<file path="src/rtl/cska_alu_controller_if.sv">
// Handshake and data bus of the block-serial carry-skip ALU controller.
//   master : drives in_i, cin_i, store_a_i, start_i, mode_i; receives the results
//   slave  : the controller itself
//   in_i       operand bus (A on store_a_i, B on start_i)
//   cin_i      carry in for ADD/ACC/SBC
//   store_a_i  load A from in_i (idle only)
//   start_i    begin an operation (idle only)
//   mode_i     00 ADD, 01 SUB, 10 ACC, 11 SBC
//   busy_o     operation in progress
//   done_o     one-cycle result-valid pulse
//   out_o      result, held between done pulses
//   cout_o     carry out of the MSB
//   ovf_o      signed overflow
//   skip_cnt_o blocks whose carry was skipped in the last operation
interface cska_alu_controller_if #(
  parameter int WIDTH = 16,
  parameter int BLOCK = 4
);
  localparam int NBLK = WIDTH / BLOCK;
  localparam int SKW  = $clog2(NBLK + 1);

  logic [WIDTH-1:0] in_i;
  logic             cin_i;
  logic             store_a_i;
  logic             start_i;
  logic [1:0]       mode_i;
  logic             busy_o;
  logic             done_o;
  logic [WIDTH-1:0] out_o;
  logic             cout_o;
  logic             ovf_o;
  logic [SKW-1:0]   skip_cnt_o;

  modport master (
    output in_i, cin_i, store_a_i, start_i, mode_i,
    input  busy_o, done_o, out_o, cout_o, ovf_o, skip_cnt_o
  );

  modport slave (
    input  in_i, cin_i, store_a_i, start_i, mode_i,
    output busy_o, done_o, out_o, cout_o, ovf_o, skip_cnt_o
  );
endinterface

</file>
<file path="src/rtl/cska_alu_controller.sv">
// Block-serial carry-skip add/subtract controller.
// Holds operand A, processes one BLOCK-bit slice per clock and publishes
// out/cout/ovf/skip_cnt together with a one-cycle done pulse.
//   clk   rising-edge clock
//   rst_n synchronous active-low reset
//   bus   cska_alu_controller_if.slave (operands, mode, handshake, results)
//
// state  | meaning
// S_IDLE | waiting for start_i; store_a_i loads A
// S_RUN  | one carry-skip block per cycle, blk_q = block index
module cska_alu_controller #(
  parameter int WIDTH = 16,
  parameter int BLOCK = 4
) (
  input  logic                   clk,
  input  logic                   rst_n,
  cska_alu_controller_if.slave   bus
);
  localparam int NBLK = WIDTH / BLOCK;
  localparam int SKW  = $clog2(NBLK + 1);
  localparam int BW   = (NBLK > 1) ? $clog2(NBLK) : 1;

  typedef enum logic {S_IDLE, S_RUN} state_t;

  state_t           state_q, state_d;
  logic [WIDTH-1:0] a_q, b_q, sum_q;
  logic             carry_q;
  logic             acc_q;
  logic [BW-1:0]    blk_q;
  logic [SKW-1:0]   skip_q;
  logic [WIDTH-1:0] out_q;
  logic             cout_q, ovf_q, done_q;
  logic [SKW-1:0]   skip_cnt_q;

  logic [BLOCK-1:0] a_blk, b_blk, s_blk;
  logic             p_all, c_msb_blk, blk_cout, c_rip, last_blk;
  logic [WIDTH-1:0] sum_d;

  // Current block: ripple sum plus skip-multiplexed carry out.
  always_comb begin
    a_blk     = a_q[blk_q*BLOCK +: BLOCK];
    b_blk     = b_q[blk_q*BLOCK +: BLOCK];
    s_blk     = '0;
    c_msb_blk = 1'b0;
    c_rip     = carry_q;
    for (int k = 0; k < BLOCK; k++) begin
      s_blk[k] = a_blk[k] ^ b_blk[k] ^ c_rip;
      if (k == BLOCK - 1) c_msb_blk = c_rip;
      c_rip = (a_blk[k] & b_blk[k]) | (c_rip & (a_blk[k] ^ b_blk[k]));
    end
    p_all    = &(a_blk ^ b_blk);
    blk_cout = p_all ? carry_q : c_rip;
    sum_d    = sum_q;
    sum_d[blk_q*BLOCK +: BLOCK] = s_blk;
    last_blk = (blk_q == BW'(NBLK - 1));
  end

  always_ff @(posedge clk) begin
    if (!rst_n) state_q <= S_IDLE;
    else        state_q <= state_d;
  end

  always_comb begin
    state_d = state_q;
    case (state_q)
      S_IDLE: if (bus.start_i) state_d = S_RUN;
      S_RUN:  if (last_blk)    state_d = S_IDLE;
      default: state_d = S_IDLE;
    endcase
  end

  always_comb begin
    bus.busy_o     = (state_q == S_RUN);
    bus.done_o     = done_q;
    bus.out_o      = out_q;
    bus.cout_o     = cout_q;
    bus.ovf_o      = ovf_q;
    bus.skip_cnt_o = skip_cnt_q;
  end

  always_ff @(posedge clk) begin
    if (!rst_n) begin
      a_q        <= '0;
      b_q        <= '0;
      sum_q      <= '0;
      carry_q    <= 1'b0;
      acc_q      <= 1'b0;
      blk_q      <= '0;
      skip_q     <= '0;
      out_q      <= '0;
      cout_q     <= 1'b0;
      ovf_q      <= 1'b0;
      skip_cnt_q <= '0;
      done_q     <= 1'b0;
    end else begin
      done_q <= 1'b0;
      case (state_q)
        S_IDLE: begin
          if (bus.start_i) begin
            // mode bit 0 set means subtract-type: use the inverted operand
            b_q     <= bus.mode_i[0] ? ~bus.in_i : bus.in_i;
            carry_q <= (bus.mode_i == 2'b01) ? 1'b1 : bus.cin_i;
            acc_q   <= (bus.mode_i == 2'b10);
            blk_q   <= '0;
            skip_q  <= '0;
            sum_q   <= '0;
          end else if (bus.store_a_i) begin
            a_q <= bus.in_i;
          end
        end
        S_RUN: begin
          sum_q   <= sum_d;
          carry_q <= blk_cout;
          skip_q  <= skip_q + SKW'(p_all);
          blk_q   <= blk_q + BW'(1);
          if (last_blk) begin
            out_q      <= sum_d;
            cout_q     <= blk_cout;
            ovf_q      <= c_msb_blk ^ blk_cout;
            skip_cnt_q <= skip_q + SKW'(p_all);
            done_q     <= 1'b1;
            if (acc_q) a_q <= sum_d;
          end
        end
        default: ;
      endcase
    end
  end
endmodule

</file>
<file path="src/flat_wrapper.sv">
// flat-port wrapper written by rule: the top's interface ports become plain ports
module cska_alu_controller_flat 
#(
  parameter int WIDTH = 16,
  parameter int BLOCK = 4
)
  (clk, rst_n, bus_in_i, bus_cin_i, bus_store_a_i, bus_start_i, bus_mode_i, bus_busy_o, bus_done_o, bus_out_o, bus_cout_o, bus_ovf_o, bus_skip_cnt_o);
  cska_alu_controller_if #(.WIDTH(WIDTH), .BLOCK(BLOCK)) bus_i ();
  input  logic clk;
  input  logic rst_n;
  input wire logic [$bits(bus_i.in_i)-1:0] bus_in_i;
  input wire logic [$bits(bus_i.cin_i)-1:0] bus_cin_i;
  input wire logic [$bits(bus_i.store_a_i)-1:0] bus_store_a_i;
  input wire logic [$bits(bus_i.start_i)-1:0] bus_start_i;
  input wire logic [$bits(bus_i.mode_i)-1:0] bus_mode_i;
  output wire logic [$bits(bus_i.busy_o)-1:0] bus_busy_o;
  output wire logic [$bits(bus_i.done_o)-1:0] bus_done_o;
  output wire logic [$bits(bus_i.out_o)-1:0] bus_out_o;
  output wire logic [$bits(bus_i.cout_o)-1:0] bus_cout_o;
  output wire logic [$bits(bus_i.ovf_o)-1:0] bus_ovf_o;
  output wire logic [$bits(bus_i.skip_cnt_o)-1:0] bus_skip_cnt_o;
  assign bus_i.in_i = bus_in_i;
  assign bus_i.cin_i = bus_cin_i;
  assign bus_i.store_a_i = bus_store_a_i;
  assign bus_i.start_i = bus_start_i;
  assign bus_i.mode_i = bus_mode_i;
  assign bus_busy_o = bus_i.busy_o;
  assign bus_done_o = bus_i.done_o;
  assign bus_out_o = bus_i.out_o;
  assign bus_cout_o = bus_i.cout_o;
  assign bus_ovf_o = bus_i.ovf_o;
  assign bus_skip_cnt_o = bus_i.skip_cnt_o;
  cska_alu_controller #(.WIDTH(WIDTH), .BLOCK(BLOCK)) u_core (.clk(clk), .rst_n(rst_n), .bus(bus_i));
endmodule
</file>
<file path="config.mk">
export PLATFORM = sky130hd
export DESIGN_NAME = cska_alu_controller_flat
export DESIGN_NICKNAME = d
export VERILOG_FILES = /design/src/rtl/cska_alu_controller_if.sv /design/src/rtl/cska_alu_controller.sv /design/src/flat_wrapper.sv
export SDC_FILE = /design/constraint.sdc
export NUM_CORES = 1
export LEC_CHECK = 0
export ABC_CLOCK_PERIOD_IN_PS = 7400
export CAP_MARGIN = 20
export CORE_MARGIN = 2
export CORE_UTILIZATION = 55
export DETAILED_ROUTE_END_ITERATION = 6
export GPL_ROUTABILITY_DRIVEN = 0
export GPL_TIMING_DRIVEN = 0
export PLACE_DENSITY_LB_ADDON = 0.25
export SLEW_MARGIN = 20
export SYNTH_ARGS = -nofsm -noshare
export SYNTH_HDL_FRONTEND = slang
export SYNTH_SLANG_ARGS = --single-unit
</file>
<file path="constraint.sdc">
create_clock -name clk -period 7.4 [get_ports clk]
set_clock_uncertainty 0.05 [all_clocks]
set_input_delay 0.74 -clock clk [delete_from_list [all_inputs] [get_ports clk]]
set_output_delay 0.74 -clock clk [all_outputs]
set_load 0.05 [all_outputs]
</file>
# Yosys cells after proc, flatten, opt, wreduce, memory -nomap -nowiden
# Index checks and enable logic that the tools add are counted.
[word_totals] inputBits=23 regBits=78 output_inout_bits=23 word_cells=78
[classes] eq_ne=8 bitwise_logic=24 shift=4 n_reduce_logical=5 n_mux=21 n_addsub=3
[ops] op="16-bit 2-to-1 mux" count=6
[ops] op="16-bit one-hot mux with 2 select lines" count=2
[ops] op="4-bit negation with 34-bit output" count=1
[ops] op="4-bit by 34-bit variable shift with 16-bit output (first input constant)" count=1
[ops] op="4-bit by 34-bit variable part select with 16-bit output" count=1
[ops] op="16-bit by 5-bit variable part select with 4-bit output" count=2
[ops] op="16-bit bitwise mux" count=1
[ops] op="16-bit inverter" count=1
[ops] op="2-bit != test (second input constant)" count=5
[ops] op="1-bit bitwise XOR" count=9
[ops] op="1-bit bitwise AND" count=8
[ops] op="4-bit AND reduction" count=2
[ops] op="1-bit 2-to-1 mux" count=6
[ops] op="3-bit one-hot mux with 2 select lines" count=1
[ops] op="2-bit AND reduction" count=3
[ops] op="2-bit == test (second input constant)" count=2
[ops] op="1-bit OR" count=4
[ops] op="1-bit one-hot mux with 2 select lines" count=2
[ops] op="2-bit one-hot mux with 2 select lines" count=1
[ops] op="4-bit bitwise XOR" count=1
[ops] op="3-bit by 1-bit adder with 3-bit output" count=1
[ops] op="3-bit 2-to-1 mux" count=1
[ops] op="2-bit by 1-bit adder with 2-bit output (second input constant)" count=1
[ops] op="2-bit by 1-bit == test with 1-bit output (second input constant)" count=1
[ops] op="2 further kinds" count=2

# Logic depth before layout (Yosys ltp)
[depth] word_depth=14 ltp_mapped=12 mapped_depth_nobuf=10

# Least setup slack after synthesis
# OpenSTA, ideal clock, no wires.
[synth_timing] kind="register -> register" startpoint="register u_core.blk_q[0]" endpoint="register u_core.a_q[15]" setup_ns=0.117 arrival_ns=3.134 path_buffers=2 stages_incl_launch_ff=13 required_time_ns=7.233 synth_period_minus_slack_ns=3.301 path_slack_ns=4.099 path_cell_list="dfxtp_1 -> buf_4 -> mux4_2 -> fa_1 -> inv_1 -> fa_1 -> fa_1 -> inv_1 -> fa_1 -> clkbuf_1 -> a31oi_1 -> a21oi_1 -> a22o_1"
[synth_via] elab_chain_cells=14 word_cells_on_any_way=29 classes_between="add/sub (1); eq/ne (2); shift (4); mux (4); bitwise (17); reduce/logical (1)"
[synth_rtl] element="from (decl)" line="cska_alu_controller.sv:29" source="logic [BW-1:0] blk_q;"
[synth_rtl] element="from (signal assigned)" line="cska_alu_controller.sv:115" source="blk_q <= blk_q + BW'(1);"
[synth_rtl] element="16-bit by 5-bit variable part select with 4-bit output (on tied branches)" line="cska_alu_controller.sv:41, cska_alu_controller.sv:42"
[synth_rtl] element="1-bit bitwise XOR" line="cska_alu_controller.sv:47, cska_alu_controller.sv:49"
[synth_rtl] element="1-bit bitwise AND" line="cska_alu_controller.sv:49" source="c_rip = (a_blk[k] & b_blk[k]) | (c_rip & (a_blk[k] ^ b_blk[k]));"
[synth_rtl] element="1-bit OR" line="cska_alu_controller.sv:49"
[synth_rtl] element="1-bit bitwise AND" line="cska_alu_controller.sv:49"
[synth_rtl] element="1-bit OR" line="cska_alu_controller.sv:49"
[synth_rtl] element="1-bit bitwise AND" line="cska_alu_controller.sv:49"
[synth_rtl] element="1-bit OR" line="cska_alu_controller.sv:49"
[synth_rtl] element="1-bit bitwise XOR" line="cska_alu_controller.sv:47" source="s_blk[k] = a_blk[k] ^ b_blk[k] ^ c_rip;"
[synth_rtl] element="4-bit by 34-bit variable part select with 16-bit output" line="cska_alu_controller.sv:54" source="sum_d[blk_q*BLOCK +: BLOCK] = s_blk;"
[synth_rtl] element="16-bit bitwise mux" line="cska_alu_controller.sv:54"
[synth_rtl] element="16-bit 2-to-1 mux" line="cska_alu_controller.sv:122" source="if (acc_q) a_q <= sum_d;"
[synth_rtl] element="16-bit 2-to-1 mux" line="cska_alu_controller.sv:116" source="if (last_blk) begin"
[synth_rtl] element="16-bit one-hot mux with 2 select lines" line="cska_alu_controller.sv:97" source="case (state_q)"
[synth_rtl] element="to (signal assigned)" line="cska_alu_controller.sv:108" source="a_q <= bus.in_i;"
[synth_rtl] element="to (signal assigned)" line="cska_alu_controller.sv:122"
[synth_rtl] element="to (decl)" line="cska_alu_controller.sv:26" source="logic [WIDTH-1:0] a_q, b_q, sum_q;"
# Parallel ways exist; a longest one is shown, timed or not. The select of a mux whose other input is x is not followed.
# A chain may end at the register's enable or synchronous reset.

# Final worst setup path
[layout_timing] startpoint="register u_core.blk_q[0]" endpoint="register u_core.a_q[11]"
# Same word-level chain as after synthesis.

==> flow_summary.toml <==
[run_status]
outcome = "finished, final reports clean"

[pwr]
clkPwrFrac_pct = 36.6
internal-power_w = 0.000652
ir_drop_mv = 0.117
combPwrFrac_pct = 15.2
switching_power_w = 0.000265
power_frac_seq_pct = 48.2
switching_share_pct = 28.9
power.density_nw_per_um2 = 203
power.leakage_nw = 1.87

[setup_path]
setup.worst_path.end_class = "register"
path_common_cell = "fa_1"
crit_type = "register to register"
critPathArrivalTime_ps = 4230
reg2reg_from = "u_core.blk_q[0]$_SDFFE_PN0P_"
worstSetupStartpoint = "u_core.blk_q[0]$_SDFFE_PN0P_"
required_ps = 7660
r2r_slack_ps = 3420
path_buf_inv = 4
setup.worst_path.start_class = "register"
cpMaxStageDelayCell = "mux4_2"
worst_path_largest_cell_delay_ps = 580
crit_chain = "buf_4, mux4_2, fa_1, inv_1, fa_1, fa_1, inv_1, fa_1, clkbuf_1, a31oi_1, a21oi_1, a22o_1"
path_delay_family = "adder cells"
cp_max_fo = 10

[synth]
synth_top_area_cell = "dfxtp_1"
syn_area_per_cell_um2 = 9.61
netlist_top_cells_area = "dfxtp_1 41%, a22o_1 6.0%, nor2b_1 5.3%"
synth-simple-area-share_pct = 15.7
synth_edf_count = 0
synth-seq-cells = 78
synthTopCellsByCount = "78 x dfxtp_1, 36 x nand2_1, 32 x nor2b_1"
ys_types = 38
synth_xor_area_share_pct = 4.17
muxShareOfSynthArea_pct = 5.29
synthAdderAreaFrac_pct = 6.08
synth_compound_area_share_pct = 21.8
yosys_most_used_dff = "dfxtp_1"
synth.net_count = 433
netlist_instances = 394
synth_top_family_by_area = "compound AO/OA/AOI/OAI gates"
synth_area_um2 = 3780
netlist.area_leader.share_pct = 41.3
ys_warn_count = 0
synth.most_common_cell = "dfxtp_1"
async_flop_share_pct = 0
ys_seq_area_share_pct = 41.3

[global_routing]
overflow = 0
grt_max_degree = 16
first_global_vias = 2894
grt_pass1_wl_mm = 14.9
antenna_found_initial = 0
track_usage_pct = 26.1

[sta]
period_share_pct = 53.7
whs_ps = 409
hold_violations = 0
worstMarginPinSlew_ps = 590
maxSlewViolCount = 0
maxSlewHeadroom_pct = 60.7
setup_tns_ps = 0
rsz0062_at_grt = "no"
fin_crit_ps = 3980
max_freq_mhz = 252
setup_viol = 0
fin_ws_ps = 3420

[route]
wirelength_mm = 9.36
drt_iter0_drc = 298
ant_nets = 0
dr.pass1.iters = 4
drc = 0
vias = 3108
wire_per_inst_um = 17.5
via_per_inst = 5.82

[finish]
final_cells = 534
final_net_count = 488
areaGrowthSynthToFinish_pct = 19.7
drive_gt1_share_pct = 11.0
antenna_cells = 0
final_util_pct = 67.4

[clock_tree]
cts_resized = 0
cts_tree = "done"
numCtsBuffers = 9
post_cts_buffers = 0
clock-root-buffer = "clkbuf_8"
cts_sinks = 78
htree_num_levels = 3
clkTransAtPathRegs_ps = 90
insertion_delay_ps = 360
hold_buffers = 0
clock_path_buffers = 2

[die]
initial_core_util_pct = 56.3
dieArea_um2 = 7560
fp.dieW_um = 87.0
core_um2 = 6720
io_pins = 46
fp.dieH_um = 87.0
rows = 30

[worst_hold_path]
min_from = "u_core.bus.ovf_o$_SDFFE_PN0P_"
hold_path.class = "register to register"

[placement]
dp_cells = 518
dp.final_hpwl_mm = 7.01
pre_cts_ws_ps = 3460
io_buffers = 44

[job]
drv_cap = 0
==> power groups by stage <==
stage | Clock (W) | Sequential [W] | Combinational, W
2_1_floorplan | 0 | 0.000450 | 0.0000915
3_3_place_gp | 0 | 0.000451 | 0.000135
3_5_place_dp | 0 | 0.000452 | 0.000138
4_1_cts | 0.000338 | 0.000442 | 0.000138
5_1_grt | 0.000353 | 0.000443 | 0.000152
6_report | 0.000335 | 0.000442 | 0.000140
==> worst reg2reg max path, stage by stage (launching register included) <==
cell	delay, ps
dfxtp_1	510
buf_4	300
mux4_2	580
fa_1	410
inv_1	80
fa_1	190
fa_1	210
inv_1	70
fa_1	470
clkbuf_1	390
a31oi_1	310
a21oi_1	220
a22o_1	130
==> placed cells by master, fill, tap and decap left out, types with 2 or more instances in the layout <==
| master | count |
|---|---|
| mux4_2 | 8 |
| fa_1 | 4 |
| buf_4 | 4 |
| nor2_1 | 17 |
| buf_6 | 3 |
| dfxtp_1 | 78 |
| a21oi_1 | 21 |
| nand2_1 | 36 |
| nor2b_1 | 32 |
| clkbuf_1 | 14 |
| and3_1 | 4 |
| clkdlybuf4s50_1 | 44 |
| and2_1 | 10 |
| inv_1 | 12 |
| inv_6 | 3 |
| buf_2 | 11 |
| nor3b_1 | 2 |
| ha_1 | 12 |
| o21ai_0 | 21 |
| a22o_1 | 26 |
| a31oi_1 | 16 |
| o211a_1 | 16 |
| a22oi_1 | 8 |
| mux2i_1 | 2 |
| nor3b_2 | 3 |
| a21oi_2 | 3 |
| xnor2_1 | 18 |
| clkbuf_8 | 9 |
==> sequential cells by signal, indices dropped and copies added, names as in the netlist, 2 cells and up <==
name                   flops
u_core.sum_q              16
u_core.a_q                16
u_core.bus.skip_cnt_o      3
u_core.blk_q               2
u_core.bus.out_o          16
u_core.skip_q              3
u_core.b_q                16
==> layer usage <==
layer | global-route usage (%) | part of all wire, %
met2 | 42.1 | 47
met5 | 0 | 0
met1 | 35.5 | 45
met4 | 10.5 | 2.2
met3 | 3.51 | 5.9
==> final timing paths <==
kind	depth (start not counted)	endpoint
worst max register to register	12	u_core.a_q[11]$_SDFFE_PN0P_
worst max-delay path	12	u_core.a_q[11]$_SDFFE_PN0P_
worst min register to register	2	u_core.bus.ovf_o$_SDFFE_PN0P_
worst min-delay path	2	u_core.bus.ovf_o$_SDFFE_PN0P_
==> cell type report <==
class / count / area, um^2
Inverter: 12 / 45.0
Multi-Input combinational cell: 272 / 2010
Clock inverter: 7 / 80.1
Timing Repair Buffer: 44 / 440
Tap cell: 80 / 100
Buffer: 32 / 171
Clock buffer: 9 / 124
Fill cell: 537 / 2190
Sequential cell: 78 / 1560
==> cells by family after synthesis <==
logic type,Yosys count
AO/OA/AOI/OAI,116
AND/OR/NAND/NOR,112
flip-flops,78
adder cells (fa/ha/maj),16
buffers and inverters,44
multiplexers,10
XOR/XNOR,18
==> metrics by stage <==
stage	total power (W)	area, um^2
finish	0.000917	4530
global route	0.000949	4530
CTS	0.000918	4530
detailed placement	0.000589	4330
global placement	0.000585	4330
floorplan	0.000542	3780
Note: power is estimated with default switching activity, not from simulation.
==> variant (same settings) <==
`BLOCK` is set to 4 in 3 places; all go to 16.
--- a/src/rtl/cska_alu_controller_if.sv
+++ b/src/rtl/cska_alu_controller_if.sv
@@ -14,7 +14,7 @@
 //   skip_cnt_o blocks whose carry was skipped in the last operation
 interface cska_alu_controller_if #(
   parameter int WIDTH = 16,
-  parameter int BLOCK = 4
+  parameter int BLOCK = 16
 );
   localparam int NBLK = WIDTH / BLOCK;
   localparam int SKW  = $clog2(NBLK + 1);
--- a/src/rtl/cska_alu_controller.sv
+++ b/src/rtl/cska_alu_controller.sv
@@ -10,7 +10,7 @@
 // S_RUN  | one carry-skip block per cycle, blk_q = block index
 module cska_alu_controller #(
   parameter int WIDTH = 16,
-  parameter int BLOCK = 4
+  parameter int BLOCK = 16
 ) (
   input  logic                   clk,
   input  logic                   rst_n,
--- a/src/flat_wrapper.sv
+++ b/src/flat_wrapper.sv
@@ -2,7 +2,7 @@
 module cska_alu_controller_flat 
 #(
   parameter int WIDTH = 16,
-  parameter int BLOCK = 4
+  parameter int BLOCK = 16
 )
   (clk, rst_n, bus_in_i, bus_cin_i, bus_store_a_i, bus_start_i, bus_mode_i, bus_busy_o, bus_done_o, bus_out_o, bus_cout_o, bus_ovf_o, bus_skip_cnt_o);
   cska_alu_controller_if #(.WIDTH(WIDTH), .BLOCK(BLOCK)) bus_i ();
Ports: changed (resized bus_skip_cnt_o); port bits go from 46 to 44. No check against the original RTL was run, so the function may have changed too.
==> variant against the original RTL <==
- cell area is 5.7% higher
- sequential cell count fell by 5
- synthesized cell count rose by 15%
- maximum frequency down 45%
- worst setup slack got worse by 3.3 ns
- synthesized area increased by 4.5%
- critical path depth rose by 14
- count of clock-buffer cells in the layout increased by 3
- clock power rose by 20%
- power rose by 13%
- wire length is 4.6% higher
- critical path type unchanged
- largest cell class unchanged
- largest power group unchanged
==> variant: results (changes against the original RTL) <==
{| class="wikitable"
! Metric !! Value
|-
| Outcome || complete, no violations
|-
| Met1 track utilization from global routing || 0.366 (+0.0110)
|-
| Post-detailed-placement cell area || 4470 µm² (+3.4%)
|-
| Syn nets || 507 (+17%)
|-
| Startpoint of the worst hold path || u_core.a_q[4]
|-
| # resized after CTS || 8 (+8)
|-
| Ranking of synthesized cells by instance count || dfxtp_1, nand2_1, nor2b_1
|-
| Number of global-route vias before repair || 3229 (+12%)
|-
| Leakage || 1.87 nW (about the same)
|-
| Post-synthesis sequential area ratio || 0.370 (-0.0429)
|-
| Met3 Track Usage GR || 0.0457 (+0.0106)
|-
| Met1 Wirelength || 4380 µm (+4.6%)
|-
| Pre-CTS setup slack || -0.494 ns (-3.96 ns)
|-
| Total via count in the routed design || 3317 (+6.7%)
|-
| Hold slack || 0.403 ns (-0.00555 ns)
|-
| Min-Delay Endpoint || u_core.a_q[4]
|-
| Library cell contributing the largest single delay on the critical path || fa_1
|-
| Max incr delay on CP || 0.46 ns (-0.12 ns)
|-
| Internal power component || 0.750 mW (+15%)
|-
| Part of the cycle the worst path needs || 0.978 (+0.440)
|-
| Share of post-route cells with drive strength above 1 || 0.102 (-0.00797)
|-
| Critical register-to-register path endpoint || u_core.sum_q[15]
|-
| Switching Power || 0.288 mW (+8.4%)
|-
| Global-route track usage on met2 || 0.436 (+0.0157)
|-
| Count of distinct cell types in the synthesized netlist || 37 (-2.6%)
|-
| P_seq || 0.427 mW (-3%)
|-
| DRT Pass-1 Iters || 7 (+3)
|-
| Dominant cells by area after synthesis || dfxtp_1, fa_1, nor2b_1
|-
| Final Instance Area || 4790 µm² (+5.7%)
|-
| WL final || 9790 µm (+4.6%)
|-
| Non-filler instance count after layout || 605 (+13%)
|-
| Pin count of the biggest net entering global routing || 13 (-3)
|-
| Setup crit start || u_core.blk_q
|}
variant: cell count changes after synthesis, sizes merged, moves of 12 or more:
| cell | change |
|---|---|
| a22o | -26 |
| a211oi | +22 |
| nand2 | +20 |
| nor2b | +18 |
| o211a | -16 |
| a31oi | -14 |
| mux2i | +13 |
| a21oi | +12 |
| fa | +12 |
| nor2 | +12 |
variant: kinds of logic after synthesis:
group	count (synthesis)	share of synthesized area
AO/OA/AOI/OAI	100	0.154
buffers and inverters	51	0.0582
AND/OR/NAND/NOR	164	0.210
adder cells (fa/ha/maj)	32	0.132
multiplexers	15	0.0380
XOR/XNOR	17	0.0377
flip-flops	73	0.370
variant: area by class of cell:
cell class                      count  share of cell area
Clock inverter                      4              0.0204
Timing Repair Buffer               41              0.0852
Inverter                           15              0.0118
Sequential cell                    73               0.305
Multi-Input combinational cell    328               0.476
Buffer                             36              0.0418
Clock buffer                       12              0.0345
Tap cell                           96              0.0251
